### src/rtl/seq_comparator_if.sv
// seq_comparator_if: request/result bundle for the sequential magnitude comparator.
//   master: start, is_signed, A, B out; busy, done, lt, gt, eq in
//   slave : the comparator side (directions reversed)
// WIDTH must match the WIDTH of the attached seq_comparator.
interface seq_comparator_if #(
  parameter int WIDTH = 16
);
  logic             start;
  logic             is_signed;
  logic [WIDTH-1:0] A;
  logic [WIDTH-1:0] B;
  logic             busy;
  logic             done;
  logic             lt;
  logic             gt;
  logic             eq;

  modport master (
    output start, is_signed, A, B,
    input  busy, done, lt, gt, eq
  );

  modport slave (
    input  start, is_signed, A, B,
    output busy, done, lt, gt, eq
  );
endinterface

### src/rtl/seq_comparator.sv
// seq_comparator: multi-cycle lt/gt/eq magnitude comparator, CHUNK bits per
// clock, most significant chunk first, unsigned or two's-complement.
//   clk  : clock, rising edge
//   rst  : synchronous active-high reset, priority over everything
//   bus  : seq_comparator_if.slave
//          start/is_signed/A/B sampled when busy=0
//          busy high while a compare runs; done is a one-cycle pulse on which
//          lt/gt/eq are updated; lt/gt/eq hold until the next done.
// Optional build macro SEQ_CMP_EARLY_EXIT_EN: stop on the first differing
// chunk instead of always walking all NCHUNK chunks.
module seq_comparator #(
  parameter int WIDTH = 16,
  parameter int CHUNK = 4
) (
  input  logic          clk,
  input  logic          rst,
  seq_comparator_if.slave bus
);
  localparam int NCHUNK = WIDTH / CHUNK;
  localparam int IDXW   = (NCHUNK > 1) ? $clog2(NCHUNK) : 1;
  localparam logic [WIDTH-1:0] MSB_MASK = WIDTH'(1) << (WIDTH - 1);

  typedef enum logic {IDLE, RUN} state_t;

  state_t           state, state_next;
  logic [WIDTH-1:0] a_q, b_q;
  logic [IDXW-1:0]  idx;
  logic             dec_gt, dec_lt;
  logic             done_q, lt_q, gt_q, eq_q;

  logic [CHUNK-1:0] a_top, b_top;
  logic             new_gt, new_lt, finish;

  // Operands are shifted left each step, so the chunk under test is always
  // the top CHUNK bits; this avoids a variable part-select mux on idx.
  always_comb begin
    state_next = state;
    a_top      = a_q[WIDTH-1 -: CHUNK];
    b_top      = b_q[WIDTH-1 -: CHUNK];
    // First differing chunk decides; later chunks cannot override it.
    new_gt     = dec_gt | (!(dec_gt | dec_lt) & (a_top > b_top));
    new_lt     = dec_lt | (!(dec_gt | dec_lt) & (a_top < b_top));
`ifdef SEQ_CMP_EARLY_EXIT_EN
    finish     = (idx == '0) | new_gt | new_lt;
`else
    finish     = (idx == '0);
`endif
    case (state)
      IDLE: if (bus.start) state_next = RUN;
      RUN:  if (finish)    state_next = IDLE;
      default:             state_next = IDLE;
    endcase
  end

  always_ff @(posedge clk) begin
    if (rst) state <= IDLE;
    else     state <= state_next;
  end

  always_ff @(posedge clk) begin
    if (rst) begin
      a_q    <= '0;
      b_q    <= '0;
      idx    <= '0;
      dec_gt <= 1'b0;
      dec_lt <= 1'b0;
      done_q <= 1'b0;
      lt_q   <= 1'b0;
      gt_q   <= 1'b0;
      eq_q   <= 1'b0;
    end else begin
      done_q <= 1'b0;
      case (state)
        IDLE: if (bus.start) begin
          // Flipping the sign bit maps two's-complement order onto unsigned
          // order, so the chunk walk itself is always unsigned.
          a_q    <= bus.A ^ (bus.is_signed ? MSB_MASK : '0);
          b_q    <= bus.B ^ (bus.is_signed ? MSB_MASK : '0);
          idx    <= IDXW'(NCHUNK - 1);
          dec_gt <= 1'b0;
          dec_lt <= 1'b0;
        end
        RUN: begin
          a_q    <= a_q << CHUNK;
          b_q    <= b_q << CHUNK;
          idx    <= idx - 1'b1;
          dec_gt <= new_gt;
          dec_lt <= new_lt;
          if (finish) begin
            done_q <= 1'b1;
            gt_q   <= new_gt;
            lt_q   <= new_lt;
            eq_q   <= !(new_gt | new_lt);
          end
        end
        default: ;
      endcase
    end
  end

  assign bus.busy = (state == RUN);
  assign bus.done = done_q;
  assign bus.lt   = lt_q;
  assign bus.gt   = gt_q;
  assign bus.eq   = eq_q;
endmodule

### src/flat_wrapper.sv
// flat-port wrapper written by rule: the top's interface ports become plain ports
module seq_comparator_flat 
#(
  parameter int WIDTH = 16,
  parameter int CHUNK = 4
)
  (clk, rst, bus_start, bus_is_signed, bus_A, bus_B, bus_busy, bus_done, bus_lt, bus_gt, bus_eq);
  seq_comparator_if #(.WIDTH(WIDTH)) bus_i ();
  input  logic clk;
  input  logic rst;
  input wire logic [$bits(bus_i.start)-1:0] bus_start;
  input wire logic [$bits(bus_i.is_signed)-1:0] bus_is_signed;
  input wire logic [$bits(bus_i.A)-1:0] bus_A;
  input wire logic [$bits(bus_i.B)-1:0] bus_B;
  output wire logic [$bits(bus_i.busy)-1:0] bus_busy;
  output wire logic [$bits(bus_i.done)-1:0] bus_done;
  output wire logic [$bits(bus_i.lt)-1:0] bus_lt;
  output wire logic [$bits(bus_i.gt)-1:0] bus_gt;
  output wire logic [$bits(bus_i.eq)-1:0] bus_eq;
  assign bus_i.start = bus_start;
  assign bus_i.is_signed = bus_is_signed;
  assign bus_i.A = bus_A;
  assign bus_i.B = bus_B;
  assign bus_busy = bus_i.busy;
  assign bus_done = bus_i.done;
  assign bus_lt = bus_i.lt;
  assign bus_gt = bus_i.gt;
  assign bus_eq = bus_i.eq;
  seq_comparator #(.WIDTH(WIDTH), .CHUNK(CHUNK)) u_core (.clk(clk), .rst(rst), .bus(bus_i));
endmodule
### config.mk
export PLATFORM = sky130hd
export DESIGN_NAME = seq_comparator_flat
export DESIGN_NICKNAME = d
export VERILOG_FILES = /design/src/rtl/seq_comparator_if.sv /design/src/rtl/seq_comparator.sv /design/src/flat_wrapper.sv
export SDC_FILE = /design/constraint.sdc
export NUM_CORES = 1
export LEC_CHECK = 0
export ABC_AREA = 1
export CELL_PAD_IN_SITES_DETAIL_PLACEMENT = 1
export CELL_PAD_IN_SITES_GLOBAL_PLACEMENT = 1
export CORE_MARGIN = 2
export CORE_UTILIZATION = 38
export CTS_CLUSTER_DIAMETER = 100
export DETAILED_ROUTE_END_ITERATION = 8
export PLACE_DENSITY = 0.91
export REMOVE_ABC_BUFFERS = 1
export SLEW_MARGIN = 10
export SYNTH_ARGS = -nofsm -noshare
export SYNTH_HDL_FRONTEND = slang
export SYNTH_SLANG_ARGS = --single-unit
### constraint.sdc
create_clock -name clk -period 2.85 [get_ports clk]
set_input_delay 0.57 -clock clk [delete_from_list [all_inputs] [get_ports clk]]
set_output_delay 0.57 -clock clk [all_outputs]
set_load 0.05 [all_outputs]
======== Word level (Yosys, flattened, before mapping) ========
Index checks and enable logic that the tools add are counted.
word-level totals
  output and inout port bits .............. 5
  RAM bits ................................ 0
  memories kept ........................... 0
  bits in latches ......................... 0
  flip-flop bits (word level) ............. 41
  word-level logic and storage cells ...... 42
  input bits .............................. 36
  memory bits (read-only) ................. 0
cells by class
  shift-type cells ........................ 0
  bitwise gates (word level) .............. 9
  multiplexer cells ....................... 14
  $lt $le $gt $ge ......................... 2
  eq/ne operators ......................... 1
  reductions and logical operators ........ 5
  multipliers ............................. 0
  divide/modulo/power cells ............... 0
  add/subtract/negate cells ............... 1
operators with widths
  kind                                               number
  case mux 16 bit (2 select lines)                   2
  two-way mux 16 bit                                 3
  bitwise XOR 16 bit                                 2
  case mux 1 bit (2 select lines)                    3
  greater-than comparator 4 bit                      1
  less-than comparator 4 bit                         1
  two-way mux 1 bit                                  4
  bitwise OR 1 bit                                   4
  case mux 2 bit (2 select lines)                    1
  bitwise AND 1 bit                                  2
  logical NOT 1 bit                                  2
  logical NOT 2 bit                                  1
  two-way mux 2 bit                                  1
  inequality test 2 bit (second input constant)      1
  AND reduction 2 bit                                1
  OR reduction 2 bit                                 1
  subtractor 2 x 1 -> 2 bit (second input constant)  1
  NOT 1 bit                                          1

======== Depth between registers and ports, before layout ========
Gate-level depths: netlist of the first run.
  depth after elaboration ................. 6
  gate-level depth with buffers ........... 11
  gate-level depth less buffers ........... 11

======== Least setup slack after synthesis of the first run ========
OpenSTA, ideal clock, no wires.
  path kind ............................... reg-to-reg
  from .................................... reg u_core.state, in the netlist u_core.bus.busy
  to ...................................... reg u_core.a_q[4]
  arrival time ............................ 1.260 ns
  data required time ...................... 2.741 ns
  path buffers ............................ 1
  period minus slack after synthesis ...... 1.369 ns
  library setup time ...................... 0.109 ns
  slack ................................... 1.481 ns
  stages on the path, launching flop included .. 9
  path through ............................ dfxtp_1 > inv_1 > nand2_1 > inv_2 > buf_6 > nand2_1 > nand3_1 > nand2_1 > inv_1
between the ends
  longest elaborated chain between the ends .. 2
  elaborated cells on any way between the ends .. 3
  those cells by class .................... 1 x eq/ne; 1 x mux; 1 x bitwise
ends and longest elaborated chain
  what                                                                              line                  source
  from (decl)                                                                       seq_comparator.sv:25  state_t state, state_next;
  from (signal assigned)                                                            seq_comparator.sv:57  else state <= state_next;
  NOT 1 bit                                                                         n/a
  case mux 16 bit (2 select lines) / inequality test 2 bit (equally long branches)  n/a
  to (signal assigned)                                                              seq_comparator.sv:77  a_q <= bus.A ^ (bus.is_signed ? MSB_MASK : '0);
  to (signal assigned)                                                              seq_comparator.sv:84  a_q <= a_q << CHUNK;
  to (decl)                                                                         seq_comparator.sv:26  logic [WIDTH-1:0] a_q, b_q;
Parallel ways exist; a longest one is shown, timed or not.
A chain may end at the register's enable or synchronous reset.

======== Final worst setup path of the first run ========
  from .................................... reg u_core.gt_q, in the netlist u_core.bus.gt
  to ...................................... out bus_gt
RTL lines
  what                    line                  source
  from (decl)             seq_comparator.sv:29  logic done_q, lt_q, gt_q, eq_q;
  from (signal assigned)  seq_comparator.sv:91  gt_q <= new_gt;
  to (decl)               flat_wrapper.sv:18    output wire logic [$bits(bus_i.gt)-1:0] bus_gt;
No word-level cell between the ends.

==> run_results.csv, run 1 <==
group,metric,value,unit
critical_path,cp_cell_sequence,"clkdlybuf4s50_1",
critical_path,worst_path_dominant_cell_family,"buffers and inverters",
final_layout,multi_input_area,803,um2
final_layout,seq_area,821,um2
floorplanning,coreArea,4750,um2
yosys,synthTopCellsByArea,"dfxtp_1 (43%), nand2_1 (22%), inv_1 (7.4%), a22oi_1 (5.6%), buf_6 (4.8%)",
critical_path,required,2.28,ns
clock_tree,post_cts.repair.setup_buffers,0,
power,p_leak,1.17,nW
critical_path,crit_fanout,2,
critical_path,cp-start-kind,"flop",
yosys,yosysSeqAreaShare,43.4,%
final_layout,fin_nets,341,
route,wirelength,4.19,mm
floorplanning,rows,25,
grt,antenna_found_initial,0,
power,vdd_ir_drop_max,240,uV
critical_path,critPathSlowestCell,"clkdlybuf4s50_1",
yosys,synth_seq_cells,41,
worst_hold_path,hp-class,"reg -> reg",
yosys,synth_top_cell_area_share,43.4,%
floorplanning,io_pins,41,
placement,gp_congestion,0.702,
clock_tree,cts_sinks,41,
timing,fin_setup_tns,0,ns
route,drtIter0Drc,52,
critical_path,crit_arrival,1.42,ns
power,p_per_area,532,nW/um2
timing,holdWs,0.463,ns
timing,finalSetupViolCount,0,
placement,dpl.hpwl,2.89,mm
yosys,synthDistinctLibCells,21,
clock_tree,cts_htree_levels,2,
run_status,outcome,"completed",
route,route.detailed.wl_per_inst,11.4,um
floorplanning,die_area,5550,um2
grt,grt_pass1_vias,1792,
timing,final.period_utilization,69.7,%
final_layout,drive_gt1_share,4.67,%
route,dr.pass1.iters,4,
yosys,yosys.area.top_type,"dfxtp_1",
clock_tree,clk_pin_slew,0.07,ns
route,vias,1697,
clock_tree,ctsResizeCount,0,
final_layout,diodes,0,
yosys,synth_cells,263,
final_layout,areaGrowthSynthToFinish,25.0,%
floorplanning,start_util,39.7,%
timing,finalClockSkew,0.00466,ns
final_layout,finalNonFillerCells,367,
placement,numPortBuffers,40,
floorplanning,die_w,74.5,um
clock_tree,clk_latency,0.28,ns
timing,tightestPinTransition,0.769,ns
route,drc,0,
grt,grt_usage,17.4,%
timing,rsz0062_at_grt,"no",
clock_tree,root_buffer,"clkbuf_8",
critical_path,crit_buf_inv,1,
grt,grt_pass1_wl,7.58,mm
timing,fmaxAchievable,0.503,GHz
clock_tree,cts_buffers,5,
yosys,yosys_warnings,0,
yosys,synth_ff_type,"dfxtp_1",
yosys,synthTopCellsByCount,"nand2_1 (111), dfxtp_1 (41), inv_1 (37)",
timing,maxSlewViolCount,0,
clock_tree,ctsLongestPathBuffers,2,
clock_tree,cts_hold_buf,0,
placement,dp_cells,360,
yosys,synth_edf_count,0,
final_layout,fillers,639,
clock_tree,cts_tree,"done",
timing,period_needed,1.99,ns
critical_path,cpPeakStageDelay,0.80,ns
critical_path,critical_path_class,"reg -> out",
route,vias_per_cell,4.62,
timing,setup_ws,0.863,ns
yosys,yosysMostFrequentCell,"nand2_1",
grt,grt-ovfl-total,0,
floorplanning,fp.dieH,74.5,um
yosys,async_flop_share,0,%
placement,pre_cts_ws,0.742,ns
timing,hold_viol,0,
yosys,netlist_area,1890,um2
run,maxCapViolCount,0,
critical_path,endpoint_kind,"primary output",
yosys,synth.avg_cell_area,7.18,um2
route,postRouteAntennaNets,0,
grt,grt_start_max_net_pins,36,
timing,slew_headroom,48.6,%
-- path summary, 6_finish.rpt --
path,start,to,slack [ns],depth (start not counted)
max,u_core.bus.gt$_SDFFE_PP0P_,bus_gt,0.86,1
min,u_core.bus.lt$_SDFFE_PP0P_,u_core.bus.lt$_SDFFE_PP0P_,0.46,2
max reg2reg,u_core.bus.busy$_SDFF_PP0_,u_core.a_q[13]$_SDFFE_PP0P_,1.15,6
min reg2reg,u_core.bus.lt$_SDFFE_PP0P_,u_core.bus.lt$_SDFFE_PP0P_,0.46,2
-- cell families (layout without fill, tap and decap cells) --
| kind of cell | count (synthesis) | in the layout | share of synthesized area, % |
|---|---|---|---|
| AND/OR/NAND/NOR | 128 | 128 | 26.8 |
| buffers and inverters | 52 | 89 | 14.0 |
| flip-flops | 41 | 41 | 43.4 |
| AO/OA/AOI/OAI | 35 | 35 | 11.5 |
| adder cells (fa/ha/maj) | 5 | 5 | 3.31 |
| XOR/XNOR | 2 | 2 | 0.927 |
-- metrics by stage --
stage	area, um2	utilization (%)	power (W)
global route	2360	49.7	0.00133
global placement	2270	47.8	0.000884
CTS	2360	49.7	0.00128
finish	2360	49.7	0.00126
detailed placement	2270	47.8	0.000896
floorplan	1770	-	0.000788
-- registers in the layout, summed over array words and instances, names as in the netlist --
signal / count
u_core.a_q: 16
u_core.b_q: 16
u_core.bus.done: 1
u_core.idx: 2
u_core.dec_lt: 1
u_core.bus.busy: 1
u_core.bus.lt: 1
u_core.dec_gt: 1
u_core.bus.eq: 1
u_core.bus.gt: 1
-- per-layer routing --
metal | part of all wire (%) | track usage [%] | up-vias
li1 | - | - | 878
met3 | 3.2 | 4.47 | 2
met4 | 0.36 | 3.57 | 0
met1 | 46 | 20.6 | 788
met2 | 50 | 31.7 | 29
met5 | 0 | 0 | -
-- power breakdown --
group | leakage, nW | total (W) | internal [W] | switching [W]
clock network | 0.0443 | 0.000375 | 0.000192 | 0.000183
registers | 0.337 | 0.000632 | 0.000612 | 0.0000203
logic | 0.792 | 0.000249 | 0.000107 | 0.000142
total | 1.17 | 0.00126 | 0.000911 | 0.000345
-- layout by cell type (no fill, tap or decap), drive strengths merged --
cell,synthesis,final
ha,5,5
nor3,1,1
a22oi,14,14
a21oi,13,13
buf,11,4
a31oi,2,2
a221oi,1,1
inv,39,39
nor2,7,7
clkdlybuf4s50,0,39
xor2,2,2
dfxtp,41,41
o21ai,5,5
nand2,112,112
nand3,8,8
clkbuf,2,7
-- final cells by class --
type | count | area share (%)
Clock buffer | 7 | 3.66
Inverter | 39 | 6.20
Multi-Input combinational cell | 170 | 34.0
Sequential cell | 41 | 34.8
Tap cell | 67 | 3.55
Timing Repair Buffer | 43 | 17.8
Power figures use the tool's default switching activity.
==> run 2: changes to the inputs <==
- CORE_UTILIZATION: 38 -> 32
- PLACE_DENSITY: 0.91 -> 0.83
- clock period: 2.85 -> 1.69 ns (I/O delays scaled with it)
==> run_results.csv, run 2 (synthesis results as in run 1) <==
group,metric,value,unit
run_status,outcome,"completed",
grt,grt-ovfl-total,0,
final_layout,areaGrowthSynthToFinish,32.4,%
timing,slew_headroom,81.9,%
placement,place_area,2370,um2
route,wirelength,4.83,mm
timing,tightestPinTransition,0.271,ns
grt,grt_pass1_wl,8.20,mm
floorplanning,start_util,33.7,%
critical_path,required,1.35,ns
clock_tree,root_buffer,"clkbuf_8",
route,postRouteAntennaNets,0,
grt,grt_pass1_vias,1826,
power,vdd_ir_drop_max,341,uV
critical_path,endpoint_kind,"primary output",
timing,final.period_utilization,90.2,%
worst_hold_path,hp-class,"reg -> reg",
final_layout,diodes,0,
grt,grt_start_max_net_pins,30,
clock_tree,clk_pin_slew,0.08,ns
timing,finalClockSkew,0.00526,ns
floorplanning,die_area,6540,um2
route,vias_per_cell,4.65,
route,drc,0,
clock_tree,post_cts.repair.setup_buffers,0,
floorplanning,die_w,80.8,um
clock_tree,clk_latency,0.29,ns
floorplanning,rows,27,
placement,numPortBuffers,40,
clock_tree,cts_hold_buf,0,
power,p_leak,1.25,nW
placement,dp_cells,371,
power,p_sw_share,26.1,%
final_layout,fin_nets,347,
final_layout,fin_area,2500,um2
clock_tree,cts_sinks,41,
floorplanning,io_pins,41,
placement,dpl.hpwl,3.62,mm
power,pwr-share-comb,18.9,%
power,power_switching,0.000645,W
critical_path,cp-start-kind,"flop",
timing,holdWs,0.472,ns
final_layout,finalNonFillerCells,379,
critical_path,crit_arrival,1.19,ns
route,dr.pass1.iters,4,
power,intPower,0.00183,W
timing,rsz0062_at_grt,"no",
timing,period_needed,1.52,ns
grt,grt_usage,16.3,%
power,p_per_area,990,nW/um2
clock_tree,cts_buffers,5,
placement,gp_congestion,0.754,
final_layout,largest_registers,"u_core.a_q x16, u_core.b_q x16, u_core.idx x2",
clock_tree,ctsLongestPathBuffers,2,
final_layout,final_common_cell,"nand2_1",
final_layout,layout_common_cells,"nand2_1 (111), dfxtp_1 (40), inv_1 (37)",
final_layout,seq_area,822,um2
timing,fmaxAchievable,0.656,GHz
timing,finalSetupViolCount,0,
floorplanning,coreArea,5610,um2
timing,hold_viol,0,
grt,antenna_found_initial,0,
critical_path,critical_path_class,"reg -> out",
final_layout,multi_input_area,803,um2
critical_path,crit_fanout,14,
power,pwr-share-seq,43.3,%
route,route.detailed.wl_per_inst,12.7,um
clock_tree,cts_htree_levels,2,
route,vias,1763,
clock_tree,cts_tree,"done",
clock_tree,ctsResizeCount,1,
power,clkPwrFrac,37.8,%
final_layout,drive_gt1_share,8.79,%
timing,maxSlewViolCount,0,
floorplanning,fp.dieH,80.8,um
final_layout,fillers,707,
route,drtIter0Drc,61,
run,maxCapViolCount,0,
-- run 2: cell types whose count changed in the layout (fill, tap and decap cells not counted), sizes merged --
cell	previous run	this run
buf	4	14
clkdlybuf4s50	39	35
clkinv	0	1
clkbuf	7	5
bufinv	0	2
-- run 2: final timing paths --
check,to,start,slack [ns],cells after the start
max reg2reg,u_core.bus.eq$_SDFFE_PP0P_,u_core.b_q[14]$_SDFFE_PP0P_,0.28,8
min,u_core.b_q[0]$_SDFFE_PP0P_,u_core.b_q[0]$_SDFFE_PP0P_,0.47,2
max,bus_busy,u_core.bus.busy$_SDFF_PP0_,0.17,2
min reg2reg,u_core.b_q[0]$_SDFFE_PP0P_,u_core.b_q[0]$_SDFFE_PP0P_,0.47,2
-- run 2: layout make-up --
class / count / share of cell area, %
well taps: 72 / 3.60
flip-flops and latches: 41 / 32.9
multi-input cells: 170 / 32.1
inverters: 39 / 5.85
repair buffers: 49 / 20.2
clock inverters: 3 / 2.60
clock buffers: 5 / 2.75
-- run 2: per-stage QoR --
stage                     utilization [%]  TNS, ns  setup slack (ns)  power, W
after floorplan                         -    -6.73            -0.269   0.00133
after global placement               42.2        0             0.188   0.00154
after detailed placement             42.2        0             0.127   0.00156
after CTS                            44.6        0             0.146   0.00251
after global routing                 44.6        0             0.102   0.00260
final                                44.6        0             0.165   0.00248
-- run 2: critical path: stages, from the launching register on --
cell	delay [ns]
dfxtp_2	0.46
buf_4	0.26
buf_12	0.16
-- run 2: power groups by stage --
stage	registers, W	logic [W]	clock network (W)
after global routing	0.00108	0.000527	0.000990
after floorplan	0.00112	0.000205	0
after detailed placement	0.00109	0.000471	0
after CTS	0.00107	0.000476	0.000961
final	0.00107	0.000467	0.000937
after global placement	0.00109	0.000447	0
-- run 2: per-layer routing --
layer | track usage, % | vias up | wire length [um]
met5 | 0 | - | 0
met4 | 5.25 | 0 | 66
met3 | 4.11 | 6 | 197
met2 | 29.8 | 37 | 2590
met1 | 18.5 | 825 | 1980
li1 | - | 895 | -
